--- config.mk ---
export PLATFORM = sky130hd
export DESIGN_NAME = frac_reduce
export DESIGN_NICKNAME = d
export VERILOG_FILES = /design/src/rtl/gcd_pkg.sv /design/src/rtl/frac_reduce_serial_div.sv /design/src/rtl/frac_reduce.sv
export SDC_FILE = /design/constraint.sdc
export NUM_CORES = 1
export LEC_CHECK = 0
export ABC_AREA = 1
export CELL_PAD_IN_SITES_DETAIL_PLACEMENT = 1
export CELL_PAD_IN_SITES_GLOBAL_PLACEMENT = 1
export CORE_MARGIN = 4
export CORE_UTILIZATION = 35
export DETAILED_ROUTE_END_ITERATION = 10
export PLACE_DENSITY_LB_ADDON = 0.1
export SETUP_SLACK_MARGIN = 0.05
export SLEW_MARGIN = 20
export SYNTH_ARGS = -nofsm -noshare
export SYNTH_HDL_FRONTEND = slang
export SYNTH_SLANG_ARGS = --single-unit
export TNS_END_PERCENT = 100
--- constraint.sdc ---
create_clock -name clk -period 1.85 [get_ports clk]
set_input_delay 0.185 -clock clk [delete_from_list [all_inputs] [get_ports clk]]
set_output_delay 0.185 -clock clk [all_outputs]
set_load 0.03 [all_outputs]
--- src/rtl/gcd_pkg.sv ---
// Shared types and sizing constants for the GCD / fraction-reduction path.
package gcd_pkg;

   typedef enum logic [1:0] {IDLE, DIV_A, DIV_B, DONE} state_t;

   localparam int LENGTH_DEF = 8;

   // Step counter must hold LENGTH-1; never narrower than one bit.
   function automatic int cnt_w(input int n);
      return (n <= 1) ? 1 : $clog2(n);
   endfunction

   localparam int CNT_W = cnt_w(LENGTH_DEF);

endpackage

--- src/rtl/frac_reduce_serial_div.sv ---
// Restoring divider producing one quotient bit per clock, MSB first.
module serial_div
   import gcd_pkg::*;
#(
   parameter int LENGTH = LENGTH_DEF
) (
   input  logic              clk,
   input  logic              rst,
   input  logic              start,
   input  logic [LENGTH-1:0] dividend,
   input  logic [LENGTH-1:0] divisor,
   output logic              busy,
   output logic              done,
   output logic [LENGTH-1:0] quotient,
   output logic              rem_nz
);

   localparam int CW = cnt_w(LENGTH);

   logic [LENGTH-1:0] dvd, dsr, quo, quo_n, dvd_n;
   logic [LENGTH-1:0] rem, rem_n;
   logic [LENGTH:0]   shifted, diff;
   logic [CW-1:0]     cnt;
   logic              ge;

   // Results are exposed for the step happening on this edge, so the caller
   // can capture them and restart the divider on the same edge.
   always_comb begin
      shifted = {rem, dvd[LENGTH-1]};
      diff    = shifted - {1'b0, dsr};
      ge      = (shifted >= {1'b0, dsr});
      rem_n   = ge ? diff[LENGTH-1:0] : shifted[LENGTH-1:0];
      quo_n   = quo << 1;
      quo_n[0] = ge;
      dvd_n   = dvd << 1;
   end

   assign done     = busy && (cnt == '0);
   assign quotient = quo_n;
   assign rem_nz   = (rem_n != '0);

   always_ff @(posedge clk) begin
      if (rst) begin
         busy <= 1'b0;
         cnt  <= '0;
      end else if (start) begin
         busy <= 1'b1;
         cnt  <= CW'(LENGTH - 1);
      end else if (busy) begin
         if (cnt == '0)
            busy <= 1'b0;
         else
            cnt <= cnt - CW'(1);
      end
   end

   always_ff @(posedge clk) begin
      if (start) begin
         dvd <= dividend;
         dsr <= divisor;
         rem <= '0;
         quo <= '0;
      end else if (busy) begin
         dvd <= dvd_n;
         rem <= rem_n;
         quo <= quo_n;
      end
   end

endmodule

--- src/rtl/frac_reduce.sv ---
// Divides a number pair by its GCD using one shared serial divider, with
// valid/ready handshakes on both sides.
module frac_reduce
   import gcd_pkg::*;
#(
   parameter int LENGTH = LENGTH_DEF
) (
   input  logic              clk,
   input  logic              rst,
   input  logic              in_valid,
   output logic              in_ready,
   input  logic [LENGTH-1:0] in_num1,
   input  logic [LENGTH-1:0] in_num2,
   input  logic [LENGTH-1:0] in_gcd,
   output logic              out_valid,
   input  logic              out_ready,
   output logic [LENGTH-1:0] out_num1,
   output logic [LENGTH-1:0] out_num2,
   output logic              out_err
);

   state_t            state;
   logic [LENGTH-1:0] num2_r, gcd_r, q1_r;
   logic              nz1_r;

   logic              div_start, div_busy, div_done, div_nz, div_last;
   logic [LENGTH-1:0] div_dividend, div_divisor, div_quo;

   assign in_ready = (state == IDLE);
   assign div_last = div_busy & div_done;

   // The second division is launched on the same edge the first one finishes.
   always_comb begin
      div_start    = 1'b0;
      div_dividend = in_num1;
      div_divisor  = in_gcd;
      if (state == IDLE) begin
         div_start = in_valid && (in_gcd != '0);
      end else if (state == DIV_A) begin
         div_start    = div_last;
         div_dividend = num2_r;
         div_divisor  = gcd_r;
      end
   end

   serial_div #(.LENGTH(LENGTH)) u_div (
      .clk      (clk),
      .rst      (rst),
      .start    (div_start),
      .dividend (div_dividend),
      .divisor  (div_divisor),
      .busy     (div_busy),
      .done     (div_done),
      .quotient (div_quo),
      .rem_nz   (div_nz)
   );

   always_ff @(posedge clk) begin
      if (rst) begin
         state     <= IDLE;
         out_valid <= 1'b0;
         out_num1  <= '0;
         out_num2  <= '0;
         out_err   <= 1'b0;
      end else begin
         case (state)
            IDLE: begin
               if (in_valid) begin
                  num2_r <= in_num2;
                  gcd_r  <= in_gcd;
                  if (in_gcd == '0) begin
                     out_num1  <= in_num1;
                     out_num2  <= in_num2;
                     out_err   <= 1'b1;
                     out_valid <= 1'b1;
                     state     <= DONE;
                  end else begin
                     state <= DIV_A;
                  end
               end
            end
            DIV_A: begin
               if (div_last) begin
                  q1_r  <= div_quo;
                  nz1_r <= div_nz;
                  state <= DIV_B;
               end
            end
            DIV_B: begin
               if (div_last) begin
                  out_num1  <= q1_r;
                  out_num2  <= div_quo;
                  out_err   <= nz1_r | div_nz;
                  out_valid <= 1'b1;
                  state     <= DONE;
               end
            end
            DONE: begin
               if (out_ready) begin
                  out_valid <= 1'b0;
                  state     <= IDLE;
               end
            end
            default: state <= IDLE;
         endcase
      end
   end

endmodule

# Word level (Yosys, flattened, before mapping)
# Cells that the tools add are included.
classes:
  eq_ne: 9
  n_lt_le_gt_ge: 1
  bitwise_logic: 3
  n_addsub: 2
  reduce_logical: 16
  mux: 36
ops:
  columns: ["cell", "count"]
  rows:
  - ["2-to-1 mux 8 bit", 13]
  - ["case mux 8 bit (2 select lines)", 2]
  - ["nonzero test 8 bit", 2]
  - ["2-to-1 mux 1 bit", 10]
  - ["2-to-1 mux 2 bit", 5]
  - ["inequality test 2 bit (second input constant)", 5]
  - [">= comparator 9 x 8 -> 1 bit", 1]
  - ["2-to-1 mux 3 bit", 3]
  - ["zero test 8 bit", 1]
  - ["case mux 2 bit (4 select lines)", 1]
  - ["AND reduction 4 bit", 2]
  - ["subtractor 8 bit", 1]
  - ["AND reduction 3 bit", 2]
  - ["AND reduction 5 bit", 1]
  - ["equality test 2 bit (second input constant)", 2]
  - ["nonzero test 2 bit", 2]
  - ["zero test 3 bit", 1]
  - ["case mux 1 bit (3 select lines)", 1]
  - ["nonzero test 3 bit", 1]
  - ["subtractor 3 x 1 -> 3 bit (second input constant)", 1]
  - ["equality test 2 x 1 -> 1 bit (second input constant)", 1]
  - ["logical AND 1 bit", 2]
  - ["zero test 2 bit", 1]
  - ["inequality test 2 x 1 -> 1 bit (second input constant)", 1]
  - ["5 further kinds", 5]
totals:
  output_inout_bits: 19
  register_bits: 80
  in_bits: 28

# Depth between registers and ports, before layout
depth:
  word_depth: 7
  ltp_mapped: 16

# Hierarchy
# A second synthesis with hierarchy kept.
unflattened:
  cells_unflattened: 441
  area_unflattened_um2: 3992.6
by_module_without_submodules:
  columns: ["module", "instances", "seq_area_each_um2", "area_per_inst_um2", "cells_each"]
  rows:
  - ["frac_reduce", 1, 1151.1, 2124.5, 207]
  - ["serial_div", 1, 860.8, 1868.0, 234]

# Worst setup path before layout
# Ideal clock, no wire load.
synth_timing:
  path_kind: "reg2reg"
  from: "register state[0]"
  to: "register u_div.dvd[0] (enable)"
  path_stages_with_launch: 8
  period_less_slack_ns: 2.213
  slack_ns: -0.363
  path_buffers: 1
  required_time_ns: 1.476
  t_arrival_ns: 1.839
  cell_sequence: "dfxtp_1 inv_1 ha_1 inv_1 nand3_1 nand2_1 or2_2 clkbuf_1"
synth_rtl:
  columns: ["element", "line", "text"]
  rows:
  - ["start: declaration", "frac_reduce.sv:22", "state_t state;"]
  - ["start signal: assignment", "frac_reduce.sv:60", "state <= IDLE;"]
  - ["start signal: assignment", "frac_reduce.sv:76", "state <= DONE;"]
  - ["start signal: assignment", "frac_reduce.sv:78", "state <= DIV_A;"]
  - ["zero test 2 bit", null, null]
  - ["via in_ready", "frac_reduce.sv:11", "output logic in_ready,"]
  - ["2-to-1 mux 1 bit", "frac_reduce.sv:37", "if (state == IDLE) begin"]
  - ["via div_start", "frac_reduce.sv:26", "logic div_start, div_busy, div_done, div_nz, div_last;"]
  - ["nonzero test 2 bit (no line)", null, null]
  - ["end signal: assignment", "frac_reduce_serial_div.sv:59", "dvd <= dividend;"]
  - ["end signal: assignment", "frac_reduce_serial_div.sv:64", "dvd <= dvd_n;"]
  - ["end: declaration", "frac_reduce_serial_div.sv:20", "logic [LENGTH-1:0] dvd, dsr, quo, quo_n, dvd_n;"]
# The timed path passes the listed nets, and every way through them passes these cells.
# A chain may end at the register's enable or synchronous reset.

# Worst setup path in the final report
layout_timing:
  from: "register u_div.dsr[6]"
  to: "register nz1_r, data pin"
layout_between:
  elab_chain_len: 3
layout_lines:
  columns: ["element", "line", "text"]
  rows:
  - ["start: declaration", "frac_reduce_serial_div.sv:20", null]
  - ["start signal: assignment", "frac_reduce_serial_div.sv:60", "dsr <= divisor;"]
  - ["subtractor 8 bit / >= comparator 9 x 8 -> 1 bit (equally long branches)", "frac_reduce_serial_div.sv:30, frac_reduce_serial_div.sv:31", null]
  - ["2-to-1 mux 8 bit *", "frac_reduce_serial_div.sv:32", "rem_n = ge ? diff[LENGTH-1:0] : shifted[LENGTH-1:0];"]
  - ["nonzero test 8 bit *", "frac_reduce_serial_div.sv:40", "assign rem_nz = (rem_n != '0);"]
  - ["via div_nz", "frac_reduce.sv:26", null]
  - ["end signal: assignment", "frac_reduce.sv:85", "nz1_r <= div_nz;"]
  - ["end: declaration", "frac_reduce.sv:24", "logic nz1_r;"]
# Mark *: on every way through the listed nets, which the timed path passes. The rest lies on a longest branch.

==> impl_metrics.json <==
{
  "setup_ws_ns": -0.1694,
  "synth_top_cell_by_area": "edfxtp_1",
  "ant_nets": 0,
  "tightestPinTransition_ns": 0.3291,
  "cp-end-kind": "flop",
  "drv_slew": 0,
  "postSynthCellCount": 428,
  "cts-buffers-inserted": 9,
  "stdcell_count": 677,
  "criticalPathCategory": "reg -> reg",
  "hpwlAfterDp_um": 7841,
  "power.leakage_nw": 2.303,
  "antenna_found_initial": 0,
  "hold_ws_ns": 0.4088,
  "dp_cells": 648,
  "num_io_pins": 47,
  "r2r_cells": 14,
  "area_growth_syn_to_layout_pct": 44.14,
  "drcViolationCount": 0,
  "hold_viol": 0,
  "maxSlewHeadroom": 0.7799,
  "period_share": 1.092,
  "hold_path_class": "in -> reg",
  "grt.overflow.total": 0,
  "syn_area_mm2": 0.003835,
  "finalSetupViolCount": 3,
  "worst_setup_path_start_kind": "flop",
  "r2r-end": "nz1_r$_DFFE_PP_",
  "hold_end": "num2_r[6]$_DFFE_PP_",
  "netlist_top_cells_area": "edfxtp_1 32%, dfxtp_1 20%, nand2_1 9.2%, inv_1 5.5%, o21ai_0 5.5%",
  "path_max_fanout": 5,
  "hold_depth": 1,
  "firstDrtPassIters": 4,
  "syn-num-nets": 471,
  "violations": "setup timing",
  "postLayoutCellArea_mm2": 0.005528,
  "clk_latency_ns": 0.36,
  "fmax_mhz": 495.2,
  "syn_area_per_cell_um2": 8.960,
  "ys_types": 33,
  "synth_seq_cells": 80,
  "hold_start": "in_num2[6]",
  "synth_top_cell_area_share": 0.3210,
  "yosysWarnings": 0,
  "drt-total-wl_um": 11350,
  "fin_nets": 579,
  "gp_congestion": 0.8164,
  "core_mm2": 0.01051,
  "final.setup_skew_ns": 0.009464,
  "port-buffer-count": 46,
  "avgRoutedWirePerCell_um": 16.76,
  "status": "complete, but fails checks",
  "track_usage": 0.1784,
  "antenna-diode-count": 0,
  "place_area_mm2": 0.004947,
  "yosysSeqAreaShare": 0.5246,
  "maxCapViolCount": 0,
  "arrival_ns": 2.14,
  "drt_iter0_drc": 119,
  "r2r_setup_slack_ns": -0.17,
  "cts_root_buf": "clkbuf_8",
  "die_y_um": 112.7,
  "htreeDepth": 3,
  "cts_buffer_depth": 2,
  "drive_above_1_share": 0.3346,
  "power.density_mw_per_mm2": 1930,
  "cts_sinks": 80,
  "cts.clk_slew.worst_paths_ns": 0.08,
  "cp.required_ns": 1.97,
  "die_area_mm2": 0.01270,
  "dieWidth_um": 112.7,
  "cts_tree": "yes",
  "finalCriticalPeriod_ns": 2.019,
  "timing.rr.start": "u_div.dsr[6]$_DFFE_PP_",
  "via_per_inst": 4.954,
  "rsz0062_at_grt": "true",
  "rows": 37,
  "ir_worst_vdd_uv": 908.9,
  "grt_max_degree": 24,
  "initial_core_util": 0.3649,
  "total_power_mw": 10.67,
  "dr_total_vias": 3354,
  "grt_pass1_wl_um": 17930,
  "first_global_vias": 3527
}
## area by class of cell
cell class / count / area [um2]
repair buffers: 111 / 1065
well taps: 136 / 170.2
fillers: 1194 / 4981
clock buffers: 10 / 137.6
inverters: 59 / 231.5
clock inverters: 6 / 58.81
flip-flops and latches: 80 / 2017
multi-input cells: 275 / 1848
## where the power goes
part	internal [mW]	switching (mW)	total, mW
logic	2.91	3.55	6.46
registers	2.52	0.381	2.90
clock network	0.651	0.652	1.30
total	6.09	4.58	10.7
## critical path: stages, from the launching register on
cell	delay (ns)
edfxtp_1	0.43
inv_2	0.09
ha_4	0.21
nand2_2	0.06
nand2_2	0.06
nand2_2	0.06
nand2_2	0.06
nor2_4	0.19
nand2_2	0.14
nand2_2	0.10
nand2_2	0.06
nor2_1	0.08
nand2_1	0.07
nor2_2	0.13
inv_1	0.05
## synthesized netlist by cell type
master / instances
nand2_1: 94
inv_1: 56
o21ai_0: 42
edfxtp_1: 41
dfxtp_1: 39
a31oi_1: 24
nand3_1: 20
nor2_1: 20
ha_1: 14
nand2_2: 11
clkbuf_1: 8
mux2_2: 8
a21oi_1: 7
buf_2: 6
o22ai_1: 6
inv_2: 3
nand4_1: 3
nor3_1: 3
o21ai_1: 3
nand2_4: 2
nand3_2: 2
nor2_2: 2
nor2_4: 2
xnor2_1: 2
xor2_1: 2
a21oi_2: 1
a311oi_1: 1
buf_1: 1
buf_12: 1
fa_1: 1
nor3_2: 1
o211ai_1: 1
or2_2: 1
## routing by layer
layer	GRT usage	wire length, um
met1	0.2386	5358
met2	0.2903	5517
met3	0.04528	399
met4	0.04247	71
met5	0	0
## worst max-delay path by stage
stage / start / end / slack [ns] / depth (start not counted)
floorplan: u_div.dvd[7]$_DFFE_PP_ / nz1_r$_DFFE_PP_ / -0.07 / 15
global placement: u_div.dvd[7]$_DFFE_PP_ / out_err$_SDFFE_PP0P_ / -0.30 / 14
detailed placement: u_div.dvd[7]$_DFFE_PP_ / out_err$_SDFFE_PP0P_ / -0.33 / 14
CTS: u_div.dsr[2]$_DFFE_PP_ / nz1_r$_DFFE_PP_ / -0.17 / 14
global route: u_div.dvd[7]$_DFFE_PP_ / nz1_r$_DFFE_PP_ / -0.33 / 13
finish: u_div.dsr[6]$_DFFE_PP_ / nz1_r$_DFFE_PP_ / -0.17 / 14
## through the flow
step	utilization	worst slack (ns)	setup TNS, ns
floorplan	-	-0.07194	-0.07194
global placement	0.4708	-0.3006	-0.8073
detailed placement	0.4708	-0.3350	-1.103
CTS	0.5018	-0.1720	-0.3309
global route	0.5260	-0.3313	-1.464
finish	0.5260	-0.1694	-0.3483
## registers in the layout (all words and copies together) (netlist names), 8 cells and up
register,cells
u_div.dvd,8
gcd_r,8
u_div.rem,8
out_num2,8
u_div.dsr,8
num2_r,8
q1_r,8
out_num1,8
## cells by family (layout without fill, tap and decap cells)
family	Yosys count	count (layout)	share of synthesized area
flops	80	80	0.5246
fa+ha+maj	15	15	0.05090
simple gates	161	163	0.1889
xor+xnor	4	4	0.009137
buf+inv	75	186	0.07961
compound gates	85	85	0.1233
mux	8	8	0.02349
## timing repair
action	CTS	global route
endpoints found under the setup margin	28	61
endpoints found under the hold margin	0	0
pin swaps	5	15
gates resized for setup	24	62
buffers inserted	3	5
hold buffers	0	0
gates cloned	3	2
## cells in the final DEF (no fill, tap or decap), types with 2 or more instances in the layout
cell type,n
nand3_1,11
nor2_4,3
mux2_2,8
dfxtp_1,35
o21ai_1,10
inv_2,13
nor3_1,2
nor2_2,5
a21oi_2,2
clkinvlp_4,2
nand2_2,24
o21ai_2,10
buf_12,5
nand4_1,3
ha_1,4
a21oi_1,5
nand2_4,3
nand3_2,9
ha_4,10
inv_1,44
clkinv_2,2
clkdlybuf4s50_1,45
o21ai_0,25
o22ai_1,6
clkbuf_16,2
nor3_4,2
edfxtp_1,41
xnor2_1,2
buf_4,57
nand2_1,82
nand3_4,2
clkbuf_8,10
dfxtp_2,4
nor2_1,16
a31oi_1,24
(Power assumes the default switching activity.)
